[src/rtl/ram_wait.sv]
// rtl/ram_wait.sv - single-port byte-enabled word RAM with req/ready handshake and wait states
module ram_wait #(
   parameter int DATA_W      = 32,
   parameter int ADDR_W      = 7,
   parameter int DEPTH       = 128,
   parameter int WAIT_STATES = 0
) (
   input  logic                  clk,
   input  logic                  rst,
   input  logic                  req,
   input  logic                  we,
   input  logic [ADDR_W-1:0]     addr,
   input  logic [DATA_W-1:0]     wdata,
   input  logic [DATA_W/8-1:0]   be,
   output logic [DATA_W-1:0]     rdata,
   output logic                  ready,
   output logic                  err
);

   localparam int NB = DATA_W / 8;
   localparam logic [3:0] CNT_INIT = 4'(WAIT_STATES > 0 ? WAIT_STATES - 1 : 0);

   typedef enum logic [1:0] {IDLE, WAIT, RESP} state_t;

   state_t              state, state_nx;
   logic [3:0]          cnt, cnt_nx;
   logic                capture, access;

   logic                we_q;
   logic [ADDR_W-1:0]   addr_q;
   logic [DATA_W-1:0]   wdata_q;
   logic [NB-1:0]       be_q;

   logic                we_a;
   logic [ADDR_W-1:0]   addr_a;
   logic [DATA_W-1:0]   wdata_a;
   logic [NB-1:0]       be_a;
   logic                in_range;

   logic [DATA_W-1:0]   mem [DEPTH];

   always_comb begin
      state_nx = state;
      cnt_nx   = cnt;
      capture  = 1'b0;
      access   = 1'b0;
      case (state)
         IDLE: begin
            if (req) begin
               capture = 1'b1;
               if (WAIT_STATES == 0) begin
                  access   = 1'b1;
                  state_nx = RESP;
               end else begin
                  cnt_nx   = CNT_INIT;
                  state_nx = WAIT;
               end
            end
         end
         WAIT: begin
            if (cnt == 4'd0) begin
               access   = 1'b1;
               state_nx = RESP;
            end else begin
               cnt_nx = cnt - 4'd1;
            end
         end
         RESP:    state_nx = IDLE;
         default: state_nx = IDLE;
      endcase
   end

   // Zero-wait accesses happen at the accept edge, so they use the live inputs.
   always_comb begin
      we_a    = (state == IDLE) ? we    : we_q;
      addr_a  = (state == IDLE) ? addr  : addr_q;
      wdata_a = (state == IDLE) ? wdata : wdata_q;
      be_a    = (state == IDLE) ? be    : be_q;
      in_range = ({1'b0, addr_a} < (ADDR_W + 1)'(DEPTH));
   end

   always_ff @(posedge clk or posedge rst) begin
      if (rst) begin
         state   <= IDLE;
         cnt     <= 4'd0;
         ready   <= 1'b0;
         err     <= 1'b0;
         rdata   <= '0;
         we_q    <= 1'b0;
         addr_q  <= '0;
         wdata_q <= '0;
         be_q    <= '0;
      end else begin
         state <= state_nx;
         cnt   <= cnt_nx;
         ready <= access;
         err   <= access && !in_range;
         if (capture) begin
            we_q    <= we;
            addr_q  <= addr;
            wdata_q <= wdata;
            be_q    <= be;
         end
         if (access && !we_a)
            rdata <= in_range ? mem[addr_a] : '0;
      end
   end

   // Storage is never reset; a write is suppressed while rst is high so aborts leave it intact.
   always_ff @(posedge clk) begin
      if (!rst && access && we_a && in_range) begin
         for (int i = 0; i < NB; i++)
            if (be_a[i])
               mem[addr_a][8*i +: 8] <= wdata_a[8*i +: 8];
      end
   end

endmodule

[config.mk]
export PLATFORM = sky130hd
export DESIGN_NAME = ram_wait
export DESIGN_NICKNAME = d
export VERILOG_FILES = /design/src/rtl/ram_wait.sv
export SDC_FILE = /design/constraint.sdc
export NUM_CORES = 2
export LEC_CHECK = 0
export CORE_ASPECT_RATIO = 0.8
export CORE_MARGIN = 5
export CORE_UTILIZATION = 30
export DETAILED_ROUTE_END_ITERATION = 7
export PLACE_DENSITY_LB_ADDON = 0.2
export SYNTH_ARGS = -nofsm -noshare
export SYNTH_HDL_FRONTEND = slang
export SYNTH_SLANG_ARGS = --single-unit
[constraint.sdc]
create_clock -name clk -period 4.3 [get_ports clk]
set_input_delay 0.645 -clock clk [delete_from_list [all_inputs] [get_ports clk]]
set_output_delay 0.645 -clock clk [all_outputs]
set_load 0.03 [all_outputs]
== Yosys cells after proc, flatten, opt, wreduce, memory -nomap -nowiden ==
Memories as Yosys holds them, arrays and structs flattened. A register that Yosys moved wholly into a read port is not among the register bits.
Index checks and enable logic that the tools add are counted.
Storage, ports and cells
  output and inout port bits: 34
  flip-flop bits (word level): 51
  memory bits (read-only): 0
  logic and storage cells: 45
  latch bits: 0
  memories: 1
  RAM bits: 4096
  input bits: 47
Operators by class
  shifts and indexed selects: 0
  div/mod/pow operators: 0
  $lt $le $gt $ge: 0
  mux-type cells: 23
  multiply operators: 0
  bitwise logic cells: 1
  add/sub/neg operators: 1
  equality and inequality tests: 3
  reductions and logical operators: 9
Memory list
  mem: words 128, width 32, read ports 1, clocked after Yosys merged registers in 1, write ports 1, line 40  | logic [DATA_W-1:0] mem [DEPTH];
Operators with widths (number)
  32-bit two-way mux: 1
  1-bit two-way mux: 16
  7-bit two-way mux: 1
  4-bit zero test: 1
  2-bit two-way mux: 2
  4-bit two-way mux: 1
  2-bit != test, second input constant: 2
  2-bit case mux with 2 select lines: 1
  2-bit AND reduction: 2
  4-bit by 1-bit subtractor with 4-bit output, second input constant: 1
  1-bit logical AND: 3
  2-bit by 1-bit equality test with 1-bit output, second input constant: 1
  1-bit zero test: 2
  2-bit zero test: 1
  1-bit case mux with 2 select lines: 1
  1-bit inverter: 1

== Longest topological paths before layout ==
  word-level depth: 7
  depth in mapped cells: 13
  depth with buffers taken out: 7

== Worst setup path before layout ==
OpenSTA, ideal clock, no wires.
  kind: input-to-reg
  start point: input port rst
  end point: memory mem[56][0] (enable)
  arrival: 3.697 ns
  stages on the path: 7
  data required time: 3.930 ns
  path slack: 0.233 ns
  buffers on the path: 2
  setup time: 0.370 ns
  path through: inv_1 > and3_1 > and2_1 > clkbuf_1 > nand2_1 > clkbuf_1 > nor2_1
Between the ends
  cells in the longest elaborated chain, start to end: 5
RTL lines
  start: declaration: line 9  | input logic rst,
  1-bit zero test: line 111  | if (!rst && access && we_a && in_range) begin
  1-bit logical AND (2 in a row): line 111
  1-bit two-way mux: line 111
  1-bit two-way mux (implied by the code): line 114  | mem[addr_a][8*i +: 8] <= wdata_a[8*i +: 8];
  end: declaration: line 40
No other way between the ends.

== Final worst setup path ==
  start point: register state[1]
  end point: register rdata[14] (read register of mem)
Between the ends
  cells in the longest elaborated chain, start to end: 4
  elaborated cells between the ends (all ways): 7
  those cells by class: eq/ne: 1; mux: 3; reduce/logical: 3
RTL lines
  start: declaration: line 25  | state_t state, state_nx;
  start signal: assignment: line 94  | state <= state_nx;
  branches (longest 4 deep; another with 2-bit by 1-bit equality test with 1-bit output)
  end: declaration: line 15  | output logic [DATA_W-1:0] rdata,
Several ways; the timed one is not identified.
A chain may end at the register's enable or synchronous reset.

==> metrics.md <==
| Metric | Value |
|---|---|
| Worst Hold Class | primary input to flop |
| Setup CP Type | flop to flop |
| Post-Route WL | between 500,000 and 600,000 microns |
| Synth Warn # | 0 |
| Final instance area | 187,000 sq um |
| P_leak | 58.4 nW |
| Register bit total from synthesis | 4,169 |
| Max-cap violations | 0 |
| Worst EP arrival | 5.02 ns |
| Input/output buffers | 79 |
| CTS H-Tree Depth | 5 |
| Mapped Area | ~150,000 sq um |
| Ys async rst share | 1.75% |
| FILL cells | 47,666 |
| Full die area | between 500,000 and 600,000 sq um |
| Top cells by area, synth | edfxtp_1 80%, a22oi_1 7.6%, mux2i_1 1.7%, a41oi_1 1.6%, nor2_1 1.3% |
| Sequential Power Share | 50.8% |
| Grt ovf | 0 |
| Fin. Hold Viols | 0 |
| Max_slew headroom | between 20% and 30% |
| Share of cells above drive strength 1 | 21.1% |
| Fin crit period | 4.19 ns |
| Clk slew on worst S/H paths | 0.07 ns |
| Core ar. | 513,000 sq um |
| Startpoint types | flop |
| Gate power share | 9.1% |
| Drt first pass iters | 6 |
| Critical Path End Type | flop |
| Total GRT Usage | 19.0% |
| Mapped Cells | 8,490 |
| DRC errors left | 0 |
| I/O pin cnt | between 80 and 90 |
| Final Max Slew Viols | 0 |
| Largest net degree at the start of global routing | 129 |
| Sw Share | 24.0% |
| Number of core rows | 235 |
| Number of enable flip-flop cells after synthesis | 4,096 |
| Remaining antenna violation count | 0 |
| RePlAce Congestion | a little over 0.8 |
| Net Switching | 21.6 mW |
| RSZ-0062 raised after global routing | false |
| Part of the power in the clock network | 40.1% |
| Sequential area share after synthesis | 80.7% |
| Avg Inst Size Synth | about 18 sq um |
| CTS tree | yes |
| Initial Util | a little under a third |
| Area growth, synth to finish | 21.0% |
| Placed cell areas | 174,000 sq um |
| WL/cell | 30.8 microns |
| Maximum clock frequency | 239 MHz |
| Die width | 813 microns |
| Worst reg2reg path depth | 12 |
| Power density cells | 483 nW/um^2 |
| Pwr Total | 90.3 mW |
| Setup Fix Bufs, Post-CTS | 0 |
| Outcome | completed |
| Worst-Margin Slew | ~1.2 ns |
| Max Root-Sink Buffers | 4 |
| Initial antenna violation count | 23 |
| Clock Skew | between 0.05 and 0.06 ns |
| Req. time, crit path | 5.13 ns |
| Int Pwr | ~70 mW |
| Vias in the first global route | 88,571 |
| Inst Count DP | 16,149 |
| Yosys cell types | 52 |
| Peak VDD IR | 340 uV |
| Clock root buffer master | clkbuf_16 |
| First-pass GRT wire length | 721,000 microns |
| Vias | 90,302 |
| Post-Syn Nets | about 8,500 |
| # setup viols final | 0 |
| Clk Latency, worst-skew pair | between 0.9 and 1 ns |
| Detailed Place HPWL | ~340,000 microns |
| Post-synth top flop | edfxtp_1 |
| Hold Crit Depth | 3 |
| Net count, final | 9,729 |
| Crit Path Max Fanout | 33 |
| Number of buffers created by CTS | 404 |
| Cell taking the most area after synthesis | edfxtp_1 |
| Post-synth top area share | between 70% and 80% |
| Period utilization | 97.5% |
| Clock Sinks | 4,169 |
| Final Instance Count excl. Fillers | 16,884 |
| Initial DRC Count | 11,067 |
| Via/cell ratio | 5.35 |
| Chip height | 652 microns |
==> power by group through the flow <==
| stage | Combinational (mW) | Clock, mW | Sequential [mW] |
|---|---|---|---|
| 6_report | 8.20 | 36.2 | 45.9 |
| 5_1_grt | 8.56 | 38.6 | 45.8 |
| 4_1_cts | 8.24 | 36.8 | 45.9 |
| 3_5_place_dp | 8.22 | 0 | 46.8 |
| 3_3_place_gp | 8.14 | 0 | 46.8 |
| 2_1_floorplan | 3.47 | 0 | 46.7 |
==> critical path, stage by stage, from the launching register on <==
cell and delay, ns:
dfrtp_4 0.74, nand2b_1 0.43, o32ai_4 0.23, buf_12 0.22, buf_12 0.20, buf_4 0.20, a22oi_1 0.30, a41oi_1 0.19
buf_4 0.16, o41ai_1 0.71, buf_4 0.28, nand4_1 0.12, o22a_1 0.21
==> registers in the layout, summed over array words and instances (netlist names) <==
register,count
rdata,32
state,1
ready,1
mem,4096
addr_q,7
wdata_q,32
==> what timing repair did <==
item / CTS / global route
hold buffers: 0 / 0
gates cloned: 0 / 0
setup endpoints to repair: 2 / 1
pin swaps: 0 / 0
resized for setup: 2 / 1
==> cell usage after synthesis, types with 73 or more instances <==
cell	n
edfxtp_1	4096
nand2_1	168
buf_2	274
a22oi_1	1556
o22a_1	136
dfrtp_1	73
a31oi_1	243
nor2_1	533
mux2i_1	258
o41ai_1	83
mux2_2	144
clkbuf_1	239
a222oi_1	118
a41oi_1	276
==> per-layer routing <==
layer,up-vias,track usage [%],wire length [microns]
li1,38048,-,-
met2,3890,29.4,235000
met1,47810,28.5,238000
met4,2,3.70,10600
met3,552,2.56,35800
met5,-,0,10
==> kinds of logic (layout without fill, tap and decap cells) <==
kind of cell | count (synthesis) | count (layout) | share of synthesized area [%]
buf+inv | 635 | 2150 | 1.91
mux | 408 | 408 | 2.77
flops | 4169 | 4169 | 80.7
other cells | 1 | 7 | 0.00243
simple gates | 777 | 777 | 2.02
compound gates | 2500 | 2500 | 12.6
==> path summary, 6_finish.rpt <==
| path | startpoint | end | slack, ns |
|---|---|---|---|
| min in group asynchronous | rst | rdata[18] | 0.31 |
| max in group asynchronous | rst | wdata_q[26] | 3.37 |
| max reg2reg | state[1] | rdata[14] | 0.11 |
| min reg2reg | wdata_q[27] | wdata_q[27] | 0.48 |
| max | state[1] | rdata[14] | 0.11 |
| min | wdata[27] | wdata_q[27] | 0.24 |
==> cells in the final DEF (no fill, tap or decap), types with 6 or more instances in the layout <==
master | netlist | final
edfxtp_1 | 4096 | 4096
a22oi_1 | 1556 | 1556
nand2_2 | 0 | 13
o21ai_0 | 10 | 10
clkdlybuf4s50_1 | 0 | 79
inv_6 | 0 | 12
diode_2 | 0 | 6
bufinv_16 | 0 | 53
o41ai_1 | 83 | 77
nand2_1 | 168 | 155
a221oi_1 | 11 | 11
a41oi_1 | 276 | 276
clkinv_1 | 0 | 78
a21o_1 | 9 | 9
or4_1 | 13 | 13
inv_1 | 8 | 6
clkinv_4 | 0 | 7
buf_12 | 0 | 182
o32ai_4 | 0 | 7
mux2_2 | 144 | 112
nor3_1 | 6 | 6
o41ai_2 | 1 | 6
o31ai_1 | 29 | 28
and2_1 | 6 | 6
clkbuf_16 | 0 | 409
nand2b_1 | 9 | 8
clkinvlp_4 | 0 | 21
o22a_1 | 136 | 135
nor2_1 | 533 | 531
nand3_1 | 8 | 8
a222oi_1 | 118 | 118
nand4_1 | 18 | 18
mux2_4 | 1 | 33
mux2i_1 | 258 | 256
clkinv_2 | 0 | 73
dfrtp_1 | 73 | 72
clkbuf_1 | 239 | 70
a31oi_1 | 243 | 243
buf_4 | 62 | 1152
==> through the flow <==
| stage | setup slack [ns] | TNS, ns | hold WS [ns] | utilization (%) |
|---|---|---|---|---|
| global route | 0.0209 | 0 | 0.246 | 36.5 |
| detailed placement | -0.767 | -12.05 | 0.464 | 33.9 |
| global placement | -0.710 | -10.66 | 0.462 | 33.9 |
| finish | 0.107 | 0 | 0.242 | 36.5 |
| floorplan | 0.233 | 0 | 0.440 | - |
| CTS | 0.0980 | 0 | 0.167 | 36.5 |
==> final cells by class <==
| class | count | area [sq um] | area share, % |
|---|---|---|---|
| antenna | 6 | 15.0 | 0.00803 |
| sequential | 4169 | 125000 | 66.7 |
| inverter | 8 | 35.0 | 0.0187 |
| tap | 6873 | 8600 | 4.60 |
| timing repair buffer | 1413 | 13100 | 6.99 |
| clock inverter | 248 | 2650 | 1.42 |
| clock buffer | 481 | 10500 | 5.63 |
| multi-input combinational | 3686 | 27300 | 14.6 |
No activity file was read; power rests on OpenSTA's default activity.
